--- src/rtl/pcpu_gr_file_if.sv ---
// Register-file access bundle: ID read ports, ID issue, WB write.
// The ID/WB side is the master; the register file is the slave.
interface pcpu_gr_file_if #(
    parameter int DATA_W = 16,
    parameter int ADDR_W = 3,
    parameter int NUM_RD = 2
);
    logic [NUM_RD*ADDR_W-1:0] rd_addr;
    logic [NUM_RD-1:0]        rd_use;
    logic [NUM_RD*DATA_W-1:0] rd_data;
    logic [NUM_RD-1:0]        rd_busy;
    logic                     iss_valid;
    logic [ADDR_W-1:0]        iss_addr;
    logic                     stall;
    logic                     wb_we;
    logic [ADDR_W-1:0]        wb_addr;
    logic [DATA_W-1:0]        wb_data;

    modport master (
        output rd_addr, rd_use, iss_valid, iss_addr,
        output wb_we, wb_addr, wb_data,
        input  rd_data, rd_busy, stall
    );

    modport slave (
        input  rd_addr, rd_use, iss_valid, iss_addr,
        input  wb_we, wb_addr, wb_data,
        output rd_data, rd_busy, stall
    );
endinterface

--- src/rtl/pcpu_gr_file.sv ---
// General-register file with WB bypass and per-register pending-write
// counters that generate the ID-stage stall.
module pcpu_gr_file #(
    parameter int DATA_W       = 16,
    parameter int NUM_REGS     = 8,
    parameter int ADDR_W       = 3,
    parameter int NUM_RD       = 2,
    parameter int MAX_INFLIGHT = 3,
    parameter int CNT_W        = 2,
    parameter int ZERO_R0      = 0
) (
    input  logic                       clock,
    input  logic                       reset,
    input  logic                       enable,
    input  logic                       flush,
    pcpu_gr_file_if.slave              bus,
    output logic [NUM_REGS*DATA_W-1:0] gr_flat,
    output logic                       err_underflow
);
    localparam logic [ADDR_W:0]  NREGS = (ADDR_W+1)'(NUM_REGS);
    localparam logic [CNT_W-1:0] MAXC  = CNT_W'(MAX_INFLIGHT);
    localparam logic [CNT_W-1:0] ONE   = CNT_W'(1);

    logic [DATA_W-1:0] gr  [NUM_REGS];
    logic [CNT_W-1:0]  cnt [NUM_REGS];

    logic              wb_ok;
    logic              iss_full;
    logic              issue_ok;
    logic              uflow;
    logic [NUM_REGS-1:0] inc;
    logic [NUM_REGS-1:0] dec;

    // A register that exists and is not the hard-wired zero.
    function automatic logic reg_ok(input logic [ADDR_W-1:0] a);
        return ({1'b0, a} < NREGS) && !(ZERO_R0 != 0 && a == '0);
    endfunction

    function automatic logic [CNT_W-1:0] cnt_of(input logic [ADDR_W-1:0] a);
        return reg_ok(a) ? cnt[a] : '0;
    endfunction

    assign wb_ok = bus.wb_we && reg_ok(bus.wb_addr);

    for (genvar p = 0; p < NUM_RD; p++) begin : g_rd
        logic [ADDR_W-1:0] a;
        logic [CNT_W-1:0]  c;
        logic              hit;

        assign a   = bus.rd_addr[p*ADDR_W +: ADDR_W];
        assign c   = cnt_of(a);
        assign hit = wb_ok && (bus.wb_addr == a);

        assign bus.rd_data[p*DATA_W +: DATA_W] =
            !reg_ok(a) ? '0 : (hit ? bus.wb_data : gr[a]);

        // The last outstanding write arriving now is covered by the bypass.
        assign bus.rd_busy[p] = (c != '0) && !(c == ONE && hit);
    end

    assign iss_full = bus.iss_valid
                    && (cnt_of(bus.iss_addr) == MAXC)
                    && !(wb_ok && bus.wb_addr == bus.iss_addr);

    assign bus.stall = (|(bus.rd_use & bus.rd_busy)) | iss_full;

    assign issue_ok = bus.iss_valid && enable && !bus.stall
                    && !flush && reg_ok(bus.iss_addr);

    assign uflow = wb_ok && !flush
                 && (cnt_of(bus.wb_addr) == '0)
                 && !(issue_ok && bus.iss_addr == bus.wb_addr);

    always_comb begin
        inc = '0;
        dec = '0;
        if (issue_ok)
            inc[bus.iss_addr] = 1'b1;
        if (wb_ok && !flush)
            dec[bus.wb_addr] = 1'b1;
    end

    always_ff @(posedge clock) begin
        if (reset) begin
            for (int r = 0; r < NUM_REGS; r++) begin
                gr[r]  <= '0;
                cnt[r] <= '0;
            end
            err_underflow <= 1'b0;
        end else begin
            if (wb_ok)
                gr[bus.wb_addr] <= bus.wb_data;
            for (int r = 0; r < NUM_REGS; r++) begin
                if (flush)
                    cnt[r] <= '0;
                else if (inc[r] && !dec[r])
                    cnt[r] <= cnt[r] + ONE;
                else if (dec[r] && !inc[r] && cnt[r] != '0)
                    cnt[r] <= cnt[r] - ONE;
            end
            if (uflow)
                err_underflow <= 1'b1;
        end
    end

    for (genvar r = 0; r < NUM_REGS; r++) begin : g_flat
        assign gr_flat[r*DATA_W +: DATA_W] = gr[r];
    end
endmodule

--- src/flat_wrapper.sv ---
// flat-port wrapper written by rule: the top's interface ports become plain ports
module pcpu_gr_file_flat 
#(
    parameter int DATA_W       = 16,
    parameter int NUM_REGS     = 8,
    parameter int ADDR_W       = 3,
    parameter int NUM_RD       = 2,
    parameter int MAX_INFLIGHT = 3,
    parameter int CNT_W        = 2,
    parameter int ZERO_R0      = 0
)
  (clock, reset, enable, flush, gr_flat, err_underflow, bus_rd_addr, bus_rd_use, bus_iss_valid, bus_iss_addr, bus_wb_we, bus_wb_addr, bus_wb_data, bus_rd_data, bus_rd_busy, bus_stall);
  pcpu_gr_file_if #(.DATA_W(DATA_W), .ADDR_W(ADDR_W), .NUM_RD(NUM_RD)) bus_i ();
  input  logic clock;
  input  logic reset;
  input  logic enable;
  input  logic flush;
  output logic [NUM_REGS*DATA_W-1:0] gr_flat;
  output logic err_underflow;
  input wire logic [$bits(bus_i.rd_addr)-1:0] bus_rd_addr;
  input wire logic [$bits(bus_i.rd_use)-1:0] bus_rd_use;
  input wire logic [$bits(bus_i.iss_valid)-1:0] bus_iss_valid;
  input wire logic [$bits(bus_i.iss_addr)-1:0] bus_iss_addr;
  input wire logic [$bits(bus_i.wb_we)-1:0] bus_wb_we;
  input wire logic [$bits(bus_i.wb_addr)-1:0] bus_wb_addr;
  input wire logic [$bits(bus_i.wb_data)-1:0] bus_wb_data;
  output wire logic [$bits(bus_i.rd_data)-1:0] bus_rd_data;
  output wire logic [$bits(bus_i.rd_busy)-1:0] bus_rd_busy;
  output wire logic [$bits(bus_i.stall)-1:0] bus_stall;
  assign bus_i.rd_addr = bus_rd_addr;
  assign bus_i.rd_use = bus_rd_use;
  assign bus_i.iss_valid = bus_iss_valid;
  assign bus_i.iss_addr = bus_iss_addr;
  assign bus_i.wb_we = bus_wb_we;
  assign bus_i.wb_addr = bus_wb_addr;
  assign bus_i.wb_data = bus_wb_data;
  assign bus_rd_data = bus_i.rd_data;
  assign bus_rd_busy = bus_i.rd_busy;
  assign bus_stall = bus_i.stall;
  pcpu_gr_file #(.DATA_W(DATA_W), .NUM_REGS(NUM_REGS), .ADDR_W(ADDR_W), .NUM_RD(NUM_RD), .MAX_INFLIGHT(MAX_INFLIGHT), .CNT_W(CNT_W), .ZERO_R0(ZERO_R0)) u_core (.clock(clock), .reset(reset), .enable(enable), .flush(flush), .bus(bus_i), .gr_flat(gr_flat), .err_underflow(err_underflow));
endmodule
--- config.mk ---
export PLATFORM = sky130hd
export DESIGN_NAME = pcpu_gr_file_flat
export DESIGN_NICKNAME = d
export VERILOG_FILES = /design/src/rtl/pcpu_gr_file_if.sv /design/src/rtl/pcpu_gr_file.sv /design/src/flat_wrapper.sv
export SDC_FILE = /design/constraint.sdc
export NUM_CORES = 1
export LEC_CHECK = 0
export ABC_AREA = 1
export CAP_MARGIN = 20
export CORE_ASPECT_RATIO = 1.1
export CORE_MARGIN = 10
export CORE_UTILIZATION = 56
export DETAILED_ROUTE_END_ITERATION = 6
export PLACE_DENSITY = 0.87
export RECOVER_POWER = 50
export SLEW_MARGIN = 20
export SYNTH_ARGS = -nofsm -noshare
export SYNTH_HDL_FRONTEND = slang
export SYNTH_SLANG_ARGS = --single-unit
--- constraint.sdc ---
create_clock -name clock -period 2.7 [get_ports clock]
set_input_delay 0.27 -clock clock [delete_from_list [all_inputs] [get_ports clock]]
set_output_delay 0.27 -clock clock [all_outputs]
set_load 0.03 [all_outputs]
==> results of run 1 <==
## state kept, by name, indices dropped and copies added, names as in the netlist
register and count:
u_core.cnt 16, u_core.err_underflow 1, u_core.gr 128
## worst max path at each step
stage | from | to | cells past startpoint
after floorplan | bus_rd_addr[1] | bus_rd_data[5] | 7
after global placement | bus_rd_addr[5] | u_core.cnt[3][0] | 12
after detailed placement | bus_wb_addr[1] | u_core.cnt[5][0] | 13
after CTS | bus_wb_addr[0] | bus_rd_data[5] | 10
after global routing | bus_wb_we | u_core.gr[7][3] | 7
final | reset | u_core.gr[7][11] | 6
## worst register-to-register path: cells and delay by family (launching register included)
kind                   cells  cell delay, ps
flip-flops                 1             390
AND/OR/NAND/NOR           12            1450
buffers and inverters      1             200
## per-layer routing
layer | up-vias | part of all wire | GRT usage
li1 | 4322 | - | -
met1 | 4374 | 0.38 | 0.409
met2 | 801 | 0.44 | 0.451
met3 | 120 | 0.14 | 0.0908
met4 | 0 | 0.038 | 0.122
met5 | - | 0 | 0
## power by group through the flow
| stage | Clock [uW] | Combinational [uW] | Sequential, uW |
|---|---|---|---|
| finish | 2420 | 1700 | 2730 |
| global route | 2520 | 1800 | 2740 |
| CTS | 2410 | 1700 | 2730 |
| detailed placement | 0 | 1690 | 2770 |
| global placement | 0 | 1670 | 2770 |
| floorplan | 0 | 712 | 2990 |
## synth_stat cells (2+ instances only)
library cell,count
and2_1,2
nand3_1,109
a21oi_1,72
nand2_1,185
nor2_2,6
ha_1,8
o211ai_1,62
or2_1,4
buf_4,5
inv_2,14
edfxtp_1,144
buf_1,11
nand3b_1,2
inv_1,88
clkinv_1,16
nand3_2,3
nand2_2,3
o21ai_0,145
buf_6,3
clkbuf_1,49
nand4_1,14
nor3_1,14
buf_2,8
nor2_1,173
## cells by family (layout without fill, tap and decap cells)
| logic type | Yosys count | in the layout |
|---|---|---|
| compound gates | 281 | 281 |
| xor+xnor | 1 | 1 |
| fa+ha+maj | 8 | 8 |
| simple gates | 517 | 517 |
| flops | 145 | 145 |
| buf+inv | 194 | 398 |
## layout make-up
class / instances / share of cell area
repair buffers: 248 / 0.195
flip-flops and latches: 145 / 0.368
clock inverters: 15 / 0.0148
well taps: 200 / 0.0212
inverters: 118 / 0.0375
multi-input cells: 807 / 0.328
clock buffers: 17 / 0.0360
## per-stage QoR
| stage | cells | hold slack [ps] | total power, uW | cell area, um^2 | setup slack (ps) |
|---|---|---|---|---|---|
| floorplan | 1146 | 339 | 3710 | 9000 | 643 |
| global placement | 1518 | 442 | 4440 | 11300 | 142 |
| detailed placement | 1518 | 447 | 4470 | 11300 | 61.2 |
| CTS | 1550 | 456 | 6840 | 11900 | 286 |
| global route | 1550 | 473 | 7070 | 11800 | 68.8 |
| finish | 1550 | 455 | 6850 | 11800 | 172 |
==> results.ini, run 1 <==
[global_route]
grt_pass1_vias = 8935
grt-ovfl-total = 0
grt_util_all_layers = 0.305
grt_max_degree = 76
antenna_found_initial = 0
grt_pass1_wl_mm = 51.9

[sta]
skew_ps = 6.51
setup_violations = 0
grt_setup_unrepaired = no
period_minus_slack_ps = 2530
drv_slew = 0
timing.final.hold_violations = 0
max_freq_ghz = 0.395
tightest_slew_ps = 1010
slew_headroom = 0.328
tns_ps = 0
fin_crit_sh = 0.936

[worst_setup_path]
crit_family = buffers and inverters
crit_type = input pin to flip-flop
critPathLaunchType = input pin
crit_chain = dlygate4sd3_1, nor2_1, clkbuf_1, nand3_1, nand2_1, clkbuf_1
crit_required_ps = 2760
critPathMaxFanout = 16
slowest_delay_ps = 720
cp_slowest_cell = clkbuf_1
cp.buffers_inverters = 3
arrival_ps = 2590
rr_worst_depth = 13
endpoint_kind = flip-flop
rr_startpoint = u_core.cnt[7][1]
rr_endpoint = u_core.cnt[5][1]
reg2reg_slack_ps = 420
path_common_cell = clkbuf_1

[synth]
synth.distinct_cells = 30
synthXorXnorAreaFrac = 0.000973
synth_top_family_by_area = simple AND/OR/NAND/NOR gates
syn_avg_cell_area_um2 = 7.86
synth_compound_area_frac = 0.174
yosys-top-cells-area = edfxtp_1 48%, o21ai_0 8.1%, nand2_1 7.7%
ys_async_sr_fraction = 0
synth_adder_area_share = 0.0111
synth_top_area_share = 0.480
syn_area_um2 = 9000
synth_warnings = 0
synth_cells = 1146
synthMuxAreaShare = 0
synth-seq-area-share = 0.483
yosys_register_bits = 145
yosysTopAreaCell = edfxtp_1
syn_nets = 1190
synth-main-ff-cell = edfxtp_1
synth_edf_count = 144
yosys.area_share.simple = 0.245

[floorplanning]
ios = 200
num_rows = 48
die-area_um2 = 21600
die-width_um = 141
initial_core_util = 0.572
coreArea_um2 = 15700
fp.dieH_um = 153

[outcome]
status = complete, but fails checks
violations = design-rule violations

[clock_tree]
cts_buffers = 17
cts_tree = yes
cts_buffer_depth = 2
cts.hold.buffers_added = 0
cts_setup_buffers = 0
clock_sinks = 145
ctsResizeCount = 0
htreeDepth = 4
clkLatencyLatePin_ps = 430
clk_transition_reported_paths_ps = 70
clock-root-buffer = clkbuf_16

[pwr]
swShare = 0.331
combPwrFrac = 0.248
power.density_nw_per_um2 = 580
irDropWorstVdd_mv = 0.495
power_frac_seq = 0.399
intPower_uw = 4590
power_frac_clock = 0.353
p_leak_uw = 0.00480
p_sw_uw = 2270

[worst_hold_path]
hold_start = u_core.err_underflow
holdPathStages = 2
whs_endpoint = u_core.err_underflow
hp-class = flip-flop to flip-flop

[final_layout]
drive_above_1_share = 0.0985
n_antenna_cell = 0
seq_area_um2 = 4340
final_net_count = 1381
areaGrowthSynthToFinish_pct = 31.3
multi_input_area_um2 = 3880
final_cell_mix = 185 x nand2_1, 173 x nor2_1, 145 x o21ai_0
finish.utilization = 0.751
fillCellCount = 1171
final_common_cell = nand2_1

[place]
io_buffers = 199
dp_hpwl_mm = 25.3
gp_congestion = 0.995

[route]
dr_total_vias = 9617
ant_nets = 0
wl_per_cell_um = 22.0
wl_mm = 34.1
routed_via_density = 6.20
dr.pass1.iters = 7
drtIter0Drc = 1534
drcViolationCount = 1

[flow_run]
maxCapViolCount = 0

Note: power is estimated with default switching activity, not from simulation.
==> run 2: changes to the inputs <==
Settings changed: CORE_ASPECT_RATIO 1.1 to unset.
==> run 2 against run 1 <==
- the flow still finishes with violations (design-rule violations)
- design area decreased by 0.15%
- global-route usage rose by 0.087 points
- flip-flop and latch count stayed put
- utilization down 0.55 points
- first-iteration DRC count up 12%
- critical path type is now input pin to output port
- largest cell class unchanged
- highest routed layer unchanged
==> results.ini, run 2 (synthesis results as in run 1) <==
[route]
drcViolationCount = 13  ; +12
ant_nets = 0  ; unchanged
routed_via_density = 6.19  ; -0.28%
wl_per_cell_um = 22.1  ; +0.71%
dr.pass1.iters = 7  ; unchanged
wl_mm = 34.6  ; +1.4%
met1_length_mm = 12.5  ; -2.7%
drtIter0Drc = 1725  ; +12%
dr_total_vias = 9658  ; +0.43%
dr_wl_met2_mm = 15.5  ; +3.3%
routed-wl-met3_mm = 5.45  ; +11%
top_layer_used = met4

[clock_tree]
cts_buffer_depth = 2  ; unchanged
cts_tree = yes
htreeDepth = 4  ; unchanged
cts_buffers = 17  ; unchanged
cts.hold.buffers_added = 0  ; unchanged
clk_transition_reported_paths_ps = 60  ; about the same
cts_setup_buffers = 0  ; unchanged
clkLatencyLatePin_ps = 430  ; about the same
clock-root-buffer = clkbuf_16
clock_sinks = 145  ; unchanged
ctsResizeCount = 0  ; unchanged

[pwr]
irDropWorstVdd_mv = 0.475  ; -4.1%
power.density_nw_per_um2 = 580  ; about the same
p_total_uw = 6840  ; -0.15%
p_leak_uw = 0.00478  ; -0.49%

[worst_setup_path]
crit_type = input pin to output port
crit_family = buffers and inverters
crit_required_ps = 2430  ; -330 ps
path_depth = 10  ; +4
arrival_ps = 2220  ; -370 ps
rr_startpoint = u_core.cnt[1][1]
slowest_delay_ps = 640  ; -80 ps
cp.buffers_inverters = 4  ; +1
critPathLaunchType = input pin
path_common_cell = nand2_1
critPathMaxFanout = 32  ; +16
endpoint_kind = output port
rr_endpoint = u_core.cnt[0][1]
crit_chain = dlygate4sd3_1, inv_2, nand2_1, nand2_1, nor2_1, nand2_2, buf_4, o21ai_0, o22ai_1, buf_12
rr_worst_depth = 13  ; unchanged
reg2reg_slack_ps = 480  ; +60 ps
cp_slowest_cell = dlygate4sd3_1

[sta]
period_minus_slack_ps = 2490  ; -35.8 ps
timing.final.hold_violations = 0  ; unchanged
skew_ps = 3.98  ; -2.52 ps
slew_headroom = 0.272  ; -0.0552
drv_slew = 0  ; unchanged
max_freq_ghz = 0.401  ; +1.4%
setup_violations = 0  ; unchanged
grt_setup_unrepaired = no
tns_ps = 0  ; unchanged
tightest_slew_ps = 1090  ; +82.9 ps
fin_crit_sh = 0.923  ; -0.0132

[final_layout]
final_common_cell = nand2_1
final_cell_mix = 185 x nand2_1, 173 x nor2_1, 145 x o21ai_0
largest_register_ff_count = 128  ; unchanged
drive_above_1_share = 0.0952  ; -0.00335
fillCellCount = 1198  ; +2.3%
final_net_count = 1376  ; -0.36%
n_antenna_cell = 0  ; unchanged
areaGrowthSynthToFinish_pct = 31.1
reg.largest.list = u_core.gr x128, u_core.cnt x16, u_core.err_underflow x1
top_register = u_core.gr

[worst_hold_path]
whs_endpoint = u_core.err_underflow
hp-class = flip-flop to flip-flop
hold_start = u_core.err_underflow
holdPathStages = 2  ; unchanged

[floorplanning]
num_rows = 46  ; -4.2%
die-width_um = 147  ; +4.2%
die-area_um2 = 21500  ; about the same
initial_core_util = 0.569  ; -0.00335
coreArea_um2 = 15800  ; +0.59%
ios = 200  ; unchanged
fp.dieH_um = 147  ; -4.0%

[place]
dp_hpwl_mm = 24.7  ; -2.4%
io_buffers = 199  ; unchanged
gp_congestion = 1.01  ; +1.2%

[global_route]
grt_pass1_vias = 8997  ; +0.69%
grt-ovfl-total = 0  ; unchanged
grt_pass1_wl_mm = 51.9  ; about the same
antenna_found_initial = 0  ; unchanged
grt_max_degree = 124  ; +63%
grt_util_all_layers = 0.306  ; +0.000872

[outcome]
status = complete, but fails checks
violations = design-rule violations

[flow_run]
maxCapViolCount = 0  ; unchanged

run 2: how the worst max path moves through the flow:
stage	from	to
finish	bus_wb_addr[1]	bus_rd_data[5]
global route	reset	u_core.gr[7][2]
CTS	bus_rd_addr[2]	bus_rd_data[5]
detailed placement	bus_wb_addr[1]	u_core.cnt[0][1]
global placement	bus_wb_addr[1]	u_core.cnt[4][0]
floorplan	bus_rd_addr[1]	bus_rd_data[5]
run 2: power breakdown:
part / internal [uW] / switching, uW / leakage (uW)
registers: 2620 / 116 / 0.00141
logic: 567 / 1120 / 0.00308
clock network: 1390 / 1030 / 0.000284
total: 4570 / 2270 / 0.00478
run 2: worst min-delay path, cell delays in order, from the launching register on:
cell     delay, ps
dfxtp_1        310
inv_1           50
a21oi_1         50
run 2: area by class of cell:
type / count / area, um^2 / area share
clock buffers: 17 / 425 / 0.0361
clock inverters: 15 / 173 / 0.0146
inverters: 118 / 443 / 0.0375
multi-input cells: 807 / 3880 / 0.329
flip-flops and latches: 145 / 4340 / 0.368
well taps: 216 / 270 / 0.0229
repair buffers: 243 / 2260 / 0.192
run 2: metrics by stage:
step / area, um^2 / utilization / hold WS (ps) / cells / setup WS, ps
2_1_floorplan: 9000 / - / 339 / 1146 / 643
3_3_place_gp: 11300 / 0.714 / 440 / 1529 / 266
3_5_place_dp: 11300 / 0.714 / 443 / 1529 / 132
4_1_cts: 11900 / 0.751 / 454 / 1561 / 267
5_1_grt: 11800 / 0.745 / 491 / 1561 / 85.5
6_report: 11800 / 0.745 / 451 / 1561 / 207
run 2: routing by layer:
layer	GRT usage	vias to the layer above
met4	0.113	0
li1	-	4303
met1	0.399	4406
met5	0	-
met2	0.468	856
met3	0.0943	93
==> run 3: changes to the inputs <==
Settings changed: RECOVER_POWER 50 to 25.
==> run 3 against run 2 <==
- the flow now finishes without violations
- power increased by 0.26%
- clock-buffer cell count stayed put
- critical path type unchanged
- sequential power hardly changed
- clock skew rose by 2.6 ps
- register-to-register slack hardly changed
- via count grew 0.13%
- sequential share of layout area fell by 0.12 points
- highest routed layer unchanged
- flip-flop and latch count unchanged
- first-iteration DRC count increased by 2.4%
- utilization increased by 0.25 points
==> results.ini, run 3 (synthesis results as in run 1) <==
[clock_tree]
cts_tree = yes
cts_buffers = 17  ; unchanged
htreeDepth = 4  ; unchanged
cts_buffer_depth = 2  ; unchanged
clock_sinks = 145  ; unchanged
clock-root-buffer = clkbuf_16
cts_setup_buffers = 0  ; unchanged
ctsResizeCount = 0  ; unchanged
cts.hold.buffers_added = 0  ; unchanged
clk_transition_reported_paths_ps = 60  ; about the same
clkLatencyLatePin_ps = 430  ; about the same

[pwr]
p_leak_uw = 0.00478  ; about the same
irDropWorstVdd_mv = 0.470  ; -0.95%
power.density_nw_per_um2 = 579  ; about the same

[floorplanning]
die-width_um = 147  ; unchanged
fp.dieH_um = 147  ; unchanged
coreArea_um2 = 15800  ; unchanged
die-area_um2 = 21500  ; unchanged
num_rows = 46  ; unchanged
ios = 200  ; unchanged
initial_core_util = 0.569  ; unchanged

[final_layout]
final_common_cell = nand2_1
final_cell_mix = 185 x nand2_1, 173 x nor2_1, 158 x clkdlybuf4s50_1
instances_no_fill = 1563  ; +0.13%
largest_register_ff_count = 128  ; unchanged
reg.largest.list = u_core.gr x128, u_core.cnt x16, u_core.err_underflow x1
final_net_count = 1376  ; unchanged
top_register = u_core.gr
areaGrowthSynthToFinish_pct = 31.5
multi_input_area_um2 = 3880  ; unchanged
seq_area_um2 = 4340  ; unchanged
drive_above_1_share = 0.0967  ; +0.00149
fillCellCount = 1192  ; -0.50%

[route]
drcViolationCount = 0  ; -13
wl_per_cell_um = 22.1  ; -0.30%
routed_via_density = 6.19  ; about the same
dr.pass1.iters = 6  ; -1
wl_mm = 34.5  ; -0.18%
ant_nets = 0  ; unchanged
dr_total_vias = 9671  ; +0.13%
drtIter0Drc = 1767  ; +2.4%

[global_route]
antenna_found_initial = 0  ; unchanged
grt_util_all_layers = 0.306  ; unchanged
met1_usage = 0.399  ; unchanged
grt_pass1_wl_mm = 51.9  ; unchanged
busiest_layer = met2
grt-ovfl-total = 0  ; unchanged
grt_pass1_vias = 8997  ; unchanged
grt_use_met3 = 0.0943  ; unchanged
globalRouteMet2Util = 0.468  ; unchanged
grt_max_degree = 124  ; unchanged

[place]
placed_cells = 1529  ; unchanged
io_buffers = 199  ; unchanged
gp_congestion = 1.01  ; unchanged
dp_hpwl_mm = 24.7  ; unchanged

[worst_setup_path]
arrival_ps = 2220  ; about the same
crit_family = buffers and inverters
critPathMaxFanout = 32  ; unchanged
endpoint_kind = output port
crit_type = input pin to output port
cp_slowest_cell = dlygate4sd3_1
cp.buffers_inverters = 4  ; unchanged
path_common_cell = nand2_1
slowest_delay_ps = 640  ; about the same
crit_required_ps = 2430  ; about the same
critPathLaunchType = input pin
crit_chain = dlygate4sd3_1, inv_2, nand2_1, nand2_1, nor2_1, nand2_2, buf_4, o21ai_0, o22ai_1, buf_12

[sta]
drv_slew = 0  ; unchanged
grt_setup_unrepaired = no
fin_crit_sh = 0.924  ; about the same
max_freq_ghz = 0.401  ; about the same
skew_ps = 6.57  ; +2.59 ps
tightest_slew_ps = 1080  ; -13.9 ps
period_minus_slack_ps = 2490  ; +1.43 ps
setup_violations = 0  ; unchanged
tns_ps = 0  ; unchanged
slew_headroom = 0.282  ; +0.00929
timing.final.hold_violations = 0  ; unchanged

[worst_hold_path]
hp-class = flip-flop to flip-flop

[outcome]
status = finished, final reports clean

[flow_run]
maxCapViolCount = 0  ; unchanged

[run 3: cell count changes in the layout (fill, tap and decap cells not counted)]
cell / change
clkbuf_1: -2
diode_2: +2
buf_12: +2
clkbuf_2: -1
clkdlybuf4s50_1: +34
dlygate4sd3_1: -34
buf_4: +1
[run 3: tightest hold or removal path, cell delays in order (launching register included)]
cell and delay (ps):
dfxtp_1 310, inv_1 50, a21oi_1 50
[run 3: power breakdown]
group	leakage, uW	internal, uW	switching [uW]
Sequential	0.00141	2620	118
Combinational	0.00308	584	1120
Clock	0.000284	1390	1030
[run 3: per-layer routing]
| metal | vias to the layer above | wire, um |
|---|---|---|
| met3 | 81 | 5530 |
| met1 | 4403 | 12500 |
| li1 | 4308 | - |
| met5 | - | 0 |
| met4 | 0 | 1050 |
| met2 | 879 | 15400 |
[run 3: layout make-up]
class                      instances  area share
antenna                            2    0.000423
clock buffer                      17      0.0359
clock inverter                    15      0.0146
inverter                         118      0.0374
multi-input combinational        807       0.328
sequential                       145       0.367
tap                              216      0.0228
timing repair buffer             243       0.194
[run 3: path summary, 6_finish.rpt]
kind	endpoint	slack [ps]	startpoint	depth (start not counted)
worst min register to register	u_core.err_underflow	460	u_core.err_underflow	2
worst max-delay path	bus_rd_data[5]	210	bus_wb_addr[1]	10
worst min-delay path	u_core.err_underflow	460	u_core.err_underflow	2
worst max register to register	u_core.cnt[0][1]	480	u_core.cnt[1][1]	13
[run 3: through the flow]
stage / power, uW / cell area (um^2) / utilization / worst slack, ps / hold WS, ps
2_1_floorplan: 3710 / 9000 / - / 643 / 339
3_3_place_gp: 4430 / 11300 / 0.714 / 266 / 440
3_5_place_dp: 4460 / 11300 / 0.714 / 132 / 443
4_1_cts: 6840 / 11900 / 0.751 / 267 / 454
5_1_grt: 7060 / 11800 / 0.748 / 107 / 494
6_report: 6860 / 11800 / 0.748 / 206 / 455
